<file path="src/rtl/mux_scan_sequencer.sv">
// mux_scan_sequencer: upstream control for a 16:1 mux. Holds a 16-bit word on
// word_out and steps sel 0..15 so the mux emits the word serially, bit 0 first.
// A one-word pending buffer lets back-to-back words stream without a gap.
module mux_scan_sequencer #(
  parameter int unsigned BIT_CYCLES = 1
) (
  input  logic        clk,
  input  logic        rst_n,
  input  logic [0:15] in_data,
  input  logic        in_valid,
  output logic        in_ready,
  input  logic        flush,
  output logic [0:15] word_out,
  output logic [0:3]  sel,
  output logic        ser_out,
  output logic        ser_valid,
  output logic        ser_first,
  output logic        ser_last,
  output logic        busy
);

  localparam int unsigned WW = 16;
  localparam int unsigned SW = 4;
  localparam int unsigned CW = 8;
  localparam logic [CW-1:0] CNT_LAST = CW'(BIT_CYCLES - 1);
  localparam logic [SW-1:0] SEL_LAST = SW'(WW - 1);

  typedef enum logic {IDLE, SHIFT} state_t;

  state_t        state, state_n;
  logic [0:15]   pend, pend_n, word_n;
  logic          pend_full, pend_full_n;
  logic [SW-1:0] sel_n;
  logic [CW-1:0] cnt, cnt_n;
  logic          accept, at_last;
  logic          ser_valid_n, ser_first_n, ser_last_n, busy_n, in_ready_n;

  assign accept  = in_valid & in_ready;
  assign at_last = (state == SHIFT) && (SW'(sel) == SEL_LAST) && (cnt == CNT_LAST);

  // Local copy of the bit the downstream mux is currently selecting
  assign ser_out = word_out[sel];

  // State register
  always_ff @(posedge clk or negedge rst_n) begin
    if (!rst_n) state <= IDLE;
    else        state <= state_n;
  end

  // Next-state: leave SHIFT only when the frame ends with nothing to follow
  always_comb begin
    state_n = state;
    if (flush) begin
      state_n = IDLE;
    end else begin
      case (state)
        IDLE:    if (accept) state_n = SHIFT;
        SHIFT:   if (at_last && !pend_full && !accept) state_n = IDLE;
        default: state_n = IDLE;
      endcase
    end
  end

  // Datapath next values: active/pending words, select and hold counter
  always_comb begin
    word_n      = word_out;
    pend_n      = pend;
    pend_full_n = pend_full;
    sel_n       = SW'(sel);
    cnt_n       = cnt;
    if (flush) begin
      pend_full_n = 1'b0;
      sel_n       = '0;
      cnt_n       = '0;
    end else begin
      case (state)
        IDLE: begin
          if (accept) begin
            word_n = in_data;
            sel_n  = '0;
            cnt_n  = '0;
          end
        end
        SHIFT: begin
          if (at_last) begin
            sel_n = '0;
            cnt_n = '0;
            if (pend_full) begin
              word_n = pend;
              if (accept) pend_n = in_data;
              else        pend_full_n = 1'b0;
            end else if (accept) begin
              word_n = in_data;
            end
          end else begin
            if (cnt == CNT_LAST) begin
              cnt_n = '0;
              sel_n = SW'(SW'(sel) + SW'(1));
            end else begin
              cnt_n = CW'(cnt + CW'(1));
            end
            if (accept) begin
              pend_n      = in_data;
              pend_full_n = 1'b1;
            end
          end
        end
        default: begin
          sel_n = '0;
          cnt_n = '0;
        end
      endcase
    end
  end

  // Registered status outputs derived from the next-cycle state
  always_comb begin
    ser_valid_n = (state_n == SHIFT);
    ser_first_n = ser_valid_n && (sel_n == '0);
    ser_last_n  = ser_valid_n && (sel_n == SEL_LAST) && (cnt_n == CNT_LAST);
    busy_n      = ser_valid_n | pend_full_n;
    in_ready_n  = ~pend_full_n;
  end

  // Datapath and output registers; in_ready stays low while reset is held
  always_ff @(posedge clk or negedge rst_n) begin
    if (!rst_n) begin
      word_out  <= '0;
      pend      <= '0;
      pend_full <= 1'b0;
      sel       <= '0;
      cnt       <= '0;
      ser_valid <= 1'b0;
      ser_first <= 1'b0;
      ser_last  <= 1'b0;
      busy      <= 1'b0;
      in_ready  <= 1'b0;
    end else begin
      word_out  <= word_n;
      pend      <= pend_n;
      pend_full <= pend_full_n;
      sel       <= sel_n;
      cnt       <= cnt_n;
      ser_valid <= ser_valid_n;
      ser_first <= ser_first_n;
      ser_last  <= ser_last_n;
      busy      <= busy_n;
      in_ready  <= in_ready_n;
    end
  end

endmodule

</file>
<file path="config.mk">
export PLATFORM = sky130hd
export DESIGN_NAME = mux_scan_sequencer
export DESIGN_NICKNAME = d
export VERILOG_FILES = /design/src/rtl/mux_scan_sequencer.sv
export SDC_FILE = /design/constraint.sdc
export NUM_CORES = 1
export LEC_CHECK = 0
export ABC_AREA = 1
export CAP_MARGIN = 20
export CORE_MARGIN = 2
export CORE_UTILIZATION = 49
export CTS_CLUSTER_DIAMETER = 30
export DETAILED_ROUTE_END_ITERATION = 7
export DONT_BUFFER_PORTS = 1
export GPL_TIMING_DRIVEN = 0
export PLACE_DENSITY = 0.72
export RECOVER_POWER = 50
export SETUP_SLACK_MARGIN = 0.02
export SLEW_MARGIN = 20
export SYNTH_ARGS = -nofsm -noshare
export SYNTH_HDL_FRONTEND = slang
export SYNTH_SLANG_ARGS = --single-unit
</file>
<file path="constraint.sdc">
create_clock -name clk -period 1.74 [get_ports clk]
set_input_delay 0.435 -clock clk [delete_from_list [all_inputs] [get_ports clk]]
set_output_delay 0.435 -clock clk [all_outputs]
set_load 0.05 [all_outputs]
</file>
==> results of run 1 <==
[what timing repair did]
item                                   CTS  global route
setup endpoints to repair               42            43
pin swaps                                8            10
gates resized for setup                 25            13
setup buffers                            4             1
gates cloned                             1             0
hold buffers                             2             0
endpoints found under the hold margin   50             0
[metal layers]
| metal | global-route usage [%] | up-vias | part of all wire (%) |
|---|---|---|---|
| met5 | 0 | - | 0 |
| met4 | 7.12 | 0 | 1.4 |
| met3 | 3.62 | 15 | 6.7 |
| met2 | 39.4 | 109 | 48 |
| met1 | 33.4 | 1247 | 44 |
| li1 | - | 1192 | - |
[power by group through the flow]
stage	clock network, W	logic, W	registers, W
6_report	0.000762	0.000967	0.00203
5_1_grt	0.000808	0.00107	0.00206
4_1_cts	0.000770	0.000944	0.00203
3_5_place_dp	0	0.000868	0.00204
3_3_place_gp	0	0.000843	0.00204
2_1_floorplan	0	0.000711	0.00198
[area by class of cell]
cell class | instances | area (um2) | share of cell area, %
inverter | 47 | 181 | 5.65
tap | 72 | 90.1 | 2.80
multi-input combinational | 239 | 1340 | 41.7
sequential | 50 | 1270 | 39.6
clock inverter | 1 | 8.76 | 0.273
timing repair buffer | 8 | 80.1 | 2.49
clock buffer | 7 | 96.3 | 3.00
buffer | 17 | 146 | 4.56
[metrics by stage]
step	area [um2]	worst slack, ns	power [W]	cells	hold slack, ns
2_1_floorplan	2870	0.0225	0.00269	353	0.139
3_3_place_gp	2960	-0.240	0.00288	425	0.140
3_5_place_dp	2960	-0.279	0.00291	425	0.140
4_1_cts	3200	-0.394	0.00374	440	0.276
5_1_grt	3210	-0.426	0.00394	441	0.279
6_report	3210	-0.396	0.00376	441	0.267
[layout by cell type, fill, tap and decap left out, types with 2 or more instances in the layout]
cell | synthesis | final
clkbuf_8 | 0 | 8
nand3_1 | 15 | 13
inv_1 | 44 | 41
nand2_4 | 3 | 4
a21oi_2 | 0 | 7
inv_4 | 0 | 2
nor3_1 | 3 | 3
o221ai_2 | 4 | 4
o21ai_0 | 31 | 22
nand3_2 | 0 | 2
buf_4 | 2 | 4
dfrtp_1 | 50 | 36
nor2_1 | 20 | 19
nor2_2 | 2 | 3
o21ai_1 | 18 | 27
o221ai_1 | 2 | 2
o21ai_2 | 4 | 4
ha_1 | 3 | 3
a21oi_1 | 15 | 8
buf_2 | 5 | 4
clkbuf_4 | 0 | 3
o211ai_1 | 21 | 21
inv_2 | 2 | 3
buf_6 | 4 | 8
clkbuf_2 | 1 | 3
nand2_2 | 4 | 4
nand2_1 | 84 | 83
dfrtp_2 | 0 | 13
[worst min-delay path by stage]
| stage | start | endpoint | slack, ns | depth (start not counted) |
|---|---|---|---|---|
| floorplan | rst_n | busy | 0.14 | 0 |
| global placement | rst_n | pend[6] | 0.14 | 0 |
| detailed placement | rst_n | pend[6] | 0.14 | 0 |
| CTS | in_data[11] | pend[11] | 0.28 | 2 |
| global route | in_data[10] | pend[10] | 0.28 | 2 |
| finish | in_data[11] | pend[11] | 0.27 | 2 |
[Yosys cell counts]
cell / count / share of area, %
clkbuf_2: 1 / 0.18
nand3_4: 1 / 0.62
buf_6: 4 / 1.6
nor2_2: 2 / 0.44
nand2_2: 4 / 0.88
buf_1: 1 / 0.13
nand3_1: 15 / 2.7
clkinv_1: 1 / 0.13
nand2_4: 3 / 1.2
buf_2: 5 / 0.88
o211ai_1: 21 / 5.6
clkbuf_1: 4 / 0.53
and2_4: 1 / 0.31
nor2_8: 1 / 0.71
nand4_1: 1 / 0.22
and3_1: 1 / 0.22
nor2_4: 1 / 0.40
ha_1: 3 / 1.3
o21bai_1: 1 / 0.27
a21oi_4: 1 / 0.58
dfrtp_1: 50 / 44
o221ai_1: 2 / 0.62
inv_2: 2 / 0.27
xnor2_1: 1 / 0.31
buf_4: 2 / 0.53
xor2_1: 1 / 0.31
o221ai_2: 4 / 2.1
o21ai_1: 18 / 3.2
nand2_1: 84 / 11
a21oi_1: 15 / 2.7
nor2_1: 20 / 2.7
o21ai_2: 4 / 1.2
o21ai_0: 31 / 5.5
inv_1: 44 / 5.8
nor3_1: 3 / 0.53
[critical path, delay by kind of cell, from the launching register on]
family | cells | cell delay [ns]
flops | 1 | 0.56
simple gates | 3 | 0.39
buf+inv | 2 | 0.24
compound gates | 2 | 0.20
[logic make-up after synthesis]
| family | synth area share, % |
|---|---|
| xor+xnor | 0.620 |
| buf+inv | 10.1 |
| simple gates | 22.0 |
| fa+ha+maj | 1.33 |
| flops | 44.2 |
| compound gates | 21.7 |
[state kept, by name, indices dropped and copies added (netlist names)]
| name | flops |
|---|---|
| in_ready | 1 |
| ser_last | 1 |
| cnt | 8 |
| sel | 4 |
| busy | 1 |
| pend_full | 1 |
| ser_valid | 1 |
| word_out | 16 |
| pend | 16 |
| ser_first | 1 |
==> flow_summary.toml, run 1 <==
[clock_tree]
cts_buffers = 5
clk_pin_slew_ns = 0.10
cts.sinks = 50
clk_latency_ns = 0.31
htree_levels = 2
cts_tree = "built"
clockBufferDepth = 2
cts_root_buffer = "clkbuf_8"

[pwr]
seqPwrFrac_pct = 54.0
ir_worst_vdd_mv = 0.682
switching_share_pct = 43.6
comb_power_share_pct = 25.7
p_int_w = 0.00212
switchingPower_w = 0.00164
powerDensity_mw_per_mm2 = 1170
clkPwrFrac_pct = 20.3
power_leakage_nw = 1.50

[worst_setup_path]
ff2ff_setup_slack_ns = -0.20
required_ns = 1.30
critPathKind = "reg -> out"
r2r_cells = 14
r2r_end = "ser_last"
worstPathMaxFanout = 5
startpoint = "sel[2]"
worst_setup_path_start_kind = "flip-flop"
endpoint_kind = "output port"
r2r-start = "sel[2]"
endpoint = "ser_out"
crit_arrival_ns = 1.70
slowest_delay_ns = 0.56
cpMaxStageDelayCell = "dfrtp_2"
worstPathCellList = "buf_6 > inv_4 > a21oi_2 > o21ai_1 > nand3_1 > nand3_2 > nand2_4"

[routing]
drt_wl_total_mm = 7.50
dr.pass1.iters = 4
via_per_inst = 5.81
vias = 2563
drc = 0
antenna_left = 0
wl_per_cell_um = 17.0
drt_iter0_drc = 140

[grt]
grt_pass1_vias = 2498
grt_max_degree = 51
track_usage_pct = 24.2
grt_pass1_wl_mm = 12.0
antenna_found_initial = 0
grt-ovfl-total = 0

[timing]
hold_violations = 0
fin_crit_sh_pct = 123
fin_crit_ns = 2.14
relSlewSlack_pct = 54.7
clock_skew_ns = 0.00903
fin_tns_setup_ns = -3.39
fin_ws_ns = -0.396
worst_pin_slew_ns = 0.679
fmax_mhz = 468
setup_viol = 36
drv_slew = 0
rsz0062_at_grt = "yes"

[die]
coreArea_mm2 = 0.00554
start_util_pct = 51.0
fp.dieW_um = 80.0
rows = 27
chipHeight_um = 80.0
io-pin-count = 46
fp.dieArea_mm2 = 0.00639

[worst_hold_path]
hold_path_class = "in -> reg"

[finish]
n_fill_cell = 503
drive_above_1_share_pct = 23.0
fin_nets = 391
final_util_pct = 58.0
n_antenna_cell = 0
syn2layout_area_growth_pct = 13.6

[logic_synthesis]
ys_ff_latch = 50
synth_cells = 353
syn_avg_cell_area_um2 = 8.01
syn-cell-area_mm2 = 0.00283
synth.distinct_cells = 35
synth_nets = 376
yosysSeqAreaShare_pct = 44.2
yosys_warnings = 0

[placed_design]
port_buffers = 0
gp_congestion = 0.921
dpl.hpwl_mm = 5.08

[status]
status = "finished with violations"
violations = "negative setup slack"

[job]
maxCapViolations = 0
Power figures use the tool's default switching activity.
==> run 2, diff against run 1 <==
--- a/config.mk
+++ b/config.mk
@@ -5,7 +5,6 @@
 export SDC_FILE = /design/constraint.sdc
 export NUM_CORES = 1
 export LEC_CHECK = 0
-export ABC_AREA = 1
 export CAP_MARGIN = 20
 export CORE_MARGIN = 2
 export CORE_UTILIZATION = 49
==> flow_summary.toml, run 2 <==
[worst_setup_path]
cp_common_cell = "mux4_2"
slowest_delay_ns = 0.65
r2r_cells = 6
endpoint_kind = "output port"
crit_arrival_ns = 2.21
cp.depth = 3
worstPathCellList = "buf_8 > mux4_2 > mux4_2"
cpMaxStageDelayCell = "mux4_2"
worstPathMaxFanout = 5
worst_setup_path_start_kind = "flip-flop"
path_delay_family = "multiplexers"
required_ns = 1.30
critPathKind = "reg -> out"
crit_buf_inv = 1

[finish]
design_area_mm2 = 0.00312
n_fill_cell = 410
drive_above_1_share_pct = 38.2
layout_commonest_cell = "dfrtp_1"
final_cell_mix = "dfrtp_1 (43), buf_4 (19), o22ai_1 (17)"
reg_top3 = "pend: 16 flops, word_out: 16 flops, cnt: 8 flops"
ff_latch_area_mm2 = 0.00126
multi_input_area_mm2 = 0.00140
fin_nets = 274
syn2layout_area_growth_pct = 16.9
n_antenna_cell = 0

[timing]
setup_viol = 40
hold_violations = 0
drv_slew = 0
rsz0062_at_grt = "yes"
relSlewSlack_pct = 54.2
fin_tns_setup_ns = -16.00
clock_skew_ns = 0.0112
worst_pin_slew_ns = 0.687
fin_crit_sh_pct = 152
fin_crit_ns = 2.65
whs_ns = 0.250
fmax_mhz = 378
fin_ws_ns = -0.905

[placed_design]
dpl.hpwl_mm = 4.15
pre_cts_ws_ns = -0.715
place_area_mm2 = 0.00280
gp_congestion = 0.834
port_buffers = 0

[die]
fp.dieW_um = 77.9
io-pin-count = 46
rows = 26
start_util_pct = 51.7
chipHeight_um = 77.9
fp.dieArea_mm2 = 0.00606
coreArea_mm2 = 0.00517

[clock_tree]
cts_root_buffer = "clkbuf_8"
cts_buffers = 5
cts.sinks = 50
clk_latency_ns = 0.31
clockBufferDepth = 2
htree_levels = 2
clk_pin_slew_ns = 0.09
cts_tree = "built"

[logic_synthesis]
synth_cells = 224
synth_edf_count = 0
ys_ff_latch = 50
synth.distinct_cells = 57
yosysSeqAreaShare_pct = 46.8
syn-cell-area_mm2 = 0.00267
async_reset_ff_share_pct = 100
synth_nets = 247
yosys_warnings = 0
ys_top_cells_by_area = "dfrtp_1 (47%), a2bb2oi_2 (5.6%), mux2_2 (4.6%)"
yosys_most_used_dff = "dfrtp_1"
synth_top_area_share_pct = 46.8
syn_avg_cell_area_um2 = 11.9
post-synth-top-count-cell = "dfrtp_1"
synth_common_cells = "dfrtp_1 (50), o22ai_1 (17), nand2_1 (13), mux2_2 (11)"
synth_top_area_cell = "dfrtp_1"

[job]
maxCapViolations = 0

[routing]
wl_per_cell_um = 20.4
drt_iter0_drc = 163
drc = 0
via_per_inst = 6.54
drt_wl_total_mm = 6.54
vias = 2100
antenna_left = 0
dr.pass1.iters = 4

[grt]
track_usage_pct = 22.3
antenna_found_initial = 0
grt_pass1_vias = 2112
grt-ovfl-total = 0
grt_pass1_wl_mm = 10.5
grt_max_degree = 51

[pwr]
power_w = 0.00351
power_leakage_nw = 1.27
powerDensity_mw_per_mm2 = 1120
ir_worst_vdd_mv = 0.818

[worst_hold_path]
min_path_cells = 1
hold_path_class = "in -> reg"

[status]
status = "finished with violations"
violations = "negative setup slack"
[run 2: cell types whose count changed after synthesis, sizes merged, moves of 17 or more]
cell / delta
a2bb2oi: +17
inv: -39
mux2: +17
nand2: -78
nor2: -18
o211ai: -21
o21ai: -49
o22ai: +17
[run 2: cell type report]
class,count,area share (%)
clock inverter,2,0.481
sequential,50,40.5
timing repair buffer,20,4.77
buffer,15,3.65
tap,70,2.80
inverter,7,0.841
clock buffer,5,2.20
multi-input combinational,152,44.8
[run 2: through the flow]
| stage | std cells | util [%] |
|---|---|---|
| after detailed placement | 294 | 54.1 |
| after floorplan | 224 | - |
| after CTS | 314 | 59.0 |
| after global routing | 321 | 60.4 |
| final | 321 | 60.4 |
| after global placement | 294 | 54.1 |
[run 2: routing by layer]
metal  GRT usage, %  part of all wire (%)  vias up
met5              0                     0        -
met4           7.86                   2.8        0
met3           6.86                   8.7       16
li1               -                     -      923
met1           30.9                    43     1056
met2           33.0                    46      105
[run 2: logic make-up after synthesis]
group | count (synthesis) | synth area share, %
simple gates | 56 | 13.1
xor+xnor | 4 | 1.31
fa+ha+maj | 3 | 1.40
mux | 23 | 11.8
flops | 50 | 46.8
compound gates | 66 | 20.8
buf+inv | 22 | 4.82
[run 2: path summary, 6_finish.rpt]
path	from	endpoint	slack, ns
worst max-delay path	sel[3]	ser_out	-0.91
worst min-delay path	in_data[8]	pend[8]	0.25
worst max register to register	sel[2]	pend[4]	-0.50
worst min register to register	pend[8]	pend[8]	0.50
max in group asynchronous	rst_n	sel[2]	0.49
min in group asynchronous	rst_n	pend[11]	0.71
[run 2: timing repair]
action                                 CTS  global route
pin swaps                                4             5
hold buffers                             2             0
setup endpoints to repair               43            46
endpoints found under the hold margin   50             0
gates cloned                             0             0
buffers inserted                        11             7
gates resized for setup                 16             9
[run 2: where the power goes]
part	leakage [nW]	switching [W]	internal (W)
combinational	0.631	0.000304	0.000394
sequential	0.599	0.000718	0.00142
clock	0.0362	0.000396	0.000275
==> run 3, diff against run 2 <==
--- a/config.mk
+++ b/config.mk
@@ -15,6 +15,7 @@
 export PLACE_DENSITY = 0.72
 export RECOVER_POWER = 50
 export SETUP_SLACK_MARGIN = 0.02
+export SKIP_LAST_GASP = 1
 export SLEW_MARGIN = 20
 export SYNTH_ARGS = -nofsm -noshare
 export SYNTH_HDL_FRONTEND = slang
==> constraint.sdc (replaced) <==
create_clock -name clk -period 2.7 [get_ports clk]
set_input_delay 0.675 -clock clk [delete_from_list [all_inputs] [get_ports clk]]
set_output_delay 0.675 -clock clk [all_outputs]
set_load 0.05 [all_outputs]
==> flow_summary.toml, run 3 (synthesis results as in run 2) <==
[pwr]
ir_worst_vdd_mv = 0.477
powerDensity_mw_per_mm2 = 774
power_leakage_nw = 1.17

[clock_tree]
cts_tree = "built"
clk_pin_slew_ns = 0.10
htree_levels = 2
cts.sinks = 50
cts_buffers = 5
clockBufferDepth = 2
cts_root_buffer = "clkbuf_8"
cts_hold_buf = 0
clk_latency_ns = 0.31

[worst_setup_path]
slowest_delay_ns = 0.66
critPathKind = "reg -> out"
crit_arrival_ns = 2.23
worstPathCellList = "buf_8 > mux4_2 > mux4_2"
cpMaxStageDelayCell = "mux4_2"
worst_setup_path_start_kind = "flip-flop"
endpoint_kind = "output port"
cp_common_cell = "mux4_2"
r2r_cells = 6
required_ns = 2.03
worstPathMaxFanout = 6

[die]
coreArea_mm2 = 0.00517
start_util_pct = 51.7
rows = 26
fp.dieW_um = 77.9
chipHeight_um = 77.9
fp.dieArea_mm2 = 0.00606
io-pin-count = 46

[routing]
vias = 1916
wl_met1_mm = 2.67
top_layer = "met4"
drc = 0
antenna_left = 0
drt_iter0_drc = 160
dr.pass1.iters = 5
wl_per_cell_um = 19.1
drt_wl_total_mm = 5.78
routed-wl-met2_mm = 2.54
via_per_inst = 6.32
wl_met3_um = 449

[placed_design]
port_buffers = 0
pre_cts_ws_ns = -0.165
dpl.hpwl_mm = 4.08
gp_congestion = 0.858

[grt]
antenna_found_initial = 0
grt_max_degree = 51
track_usage_pct = 20.9
grt_pass1_wl_mm = 9.96
grt-ovfl-total = 0
grt_pass1_vias = 1983

[finish]
n_fill_cell = 440
final_cell_mix = "dfrtp_1 (48), o22ai_1 (17), nand2_1 (13)"
drive_above_1_share_pct = 24.9
n_antenna_cell = 0
fin_nets = 256
syn2layout_area_growth_pct = 7.58
layout_commonest_cell = "dfrtp_1"
reg_top3 = "pend: 16 flops, word_out: 16 flops, cnt: 8 flops"

[timing]
hold_violations = 0
clock_skew_ns = 0.0105
rsz0062_at_grt = "yes"
fin_crit_ns = 2.90
setup_viol = 1
whs_ns = 0.0449
drv_slew = 0
fin_ws_ns = -0.202
fmax_mhz = 345
worst_pin_slew_ns = 0.676
relSlewSlack_pct = 55.0
fin_crit_sh_pct = 107

[status]
violations = "negative setup slack"
status = "finished with violations"

[worst_hold_path]
hold_path_class = "in -> async"

[job]
maxCapViolations = 0
run 3: path summary, 6_finish.rpt:
kind | slack, ns | endpoint | startpoint
setup / recovery | -0.20 | ser_out | sel[3]
hold / removal | 0.04 | pend[10] | rst_n
setup reg to reg | 0.15 | pend[5] | sel[2]
hold reg to reg | 0.50 | pend[8] | pend[8]
max in group asynchronous | 2.55 | sel[3] | rst_n
min in group clk | 0.49 | pend[8] | in_data[8]
run 3: metal layers:
metal | up-vias | global-route usage (%)
met4 | 0 | 8.57
met2 | 73 | 30.5
met1 | 943 | 28.9
li1 | 890 | -
met5 | - | 0
met3 | 10 | 6.28
run 3: repair_timing:
item                                    CTS  global route
setup buffers                             2             0
gates resized for setup                   3             2
endpoints found under the setup margin   21            12
run 3: through the flow:
step	instance area [um2]	power (W)	setup TNS (ns)	instances	utilization, %
after detailed placement	2760	0.00180	-1.65	294	53.4
after global placement	2760	0.00178	-0.841	294	53.4
after floorplan	2670	0.00170	0	224	-
after global routing	2880	0.00233	-0.228	303	55.6
final	2880	0.00222	-0.202	303	55.6
after CTS	2870	0.00223	-0.212	303	55.4
run 3: layout make-up:
type | count | area, um2 | share of cell area, %
buffer | 15 | 110 | 3.83
clock buffer | 5 | 68.8 | 2.39
clock inverter | 2 | 13.8 | 0.479
inverter | 7 | 26.3 | 0.914
multi-input combinational | 152 | 1300 | 45.2
sequential | 50 | 1250 | 43.6
tap | 70 | 87.6 | 3.05
timing repair buffer | 2 | 15.0 | 0.522
run 3: worst max-delay path, delay by kind of cell, from the launching register on:
kind	cells	cell delay, ns
DFF	1	0.56
muxes	2	1.19
buffers and inverters	1	0.17
run 3: report_power, final:
part           internal [W]  switching, W  leakage, nW  total, W
logic              0.000243      0.000177        0.518  0.000420
clock network      0.000179      0.000253       0.0444  0.000433
registers          0.000914      0.000458        0.607   0.00137
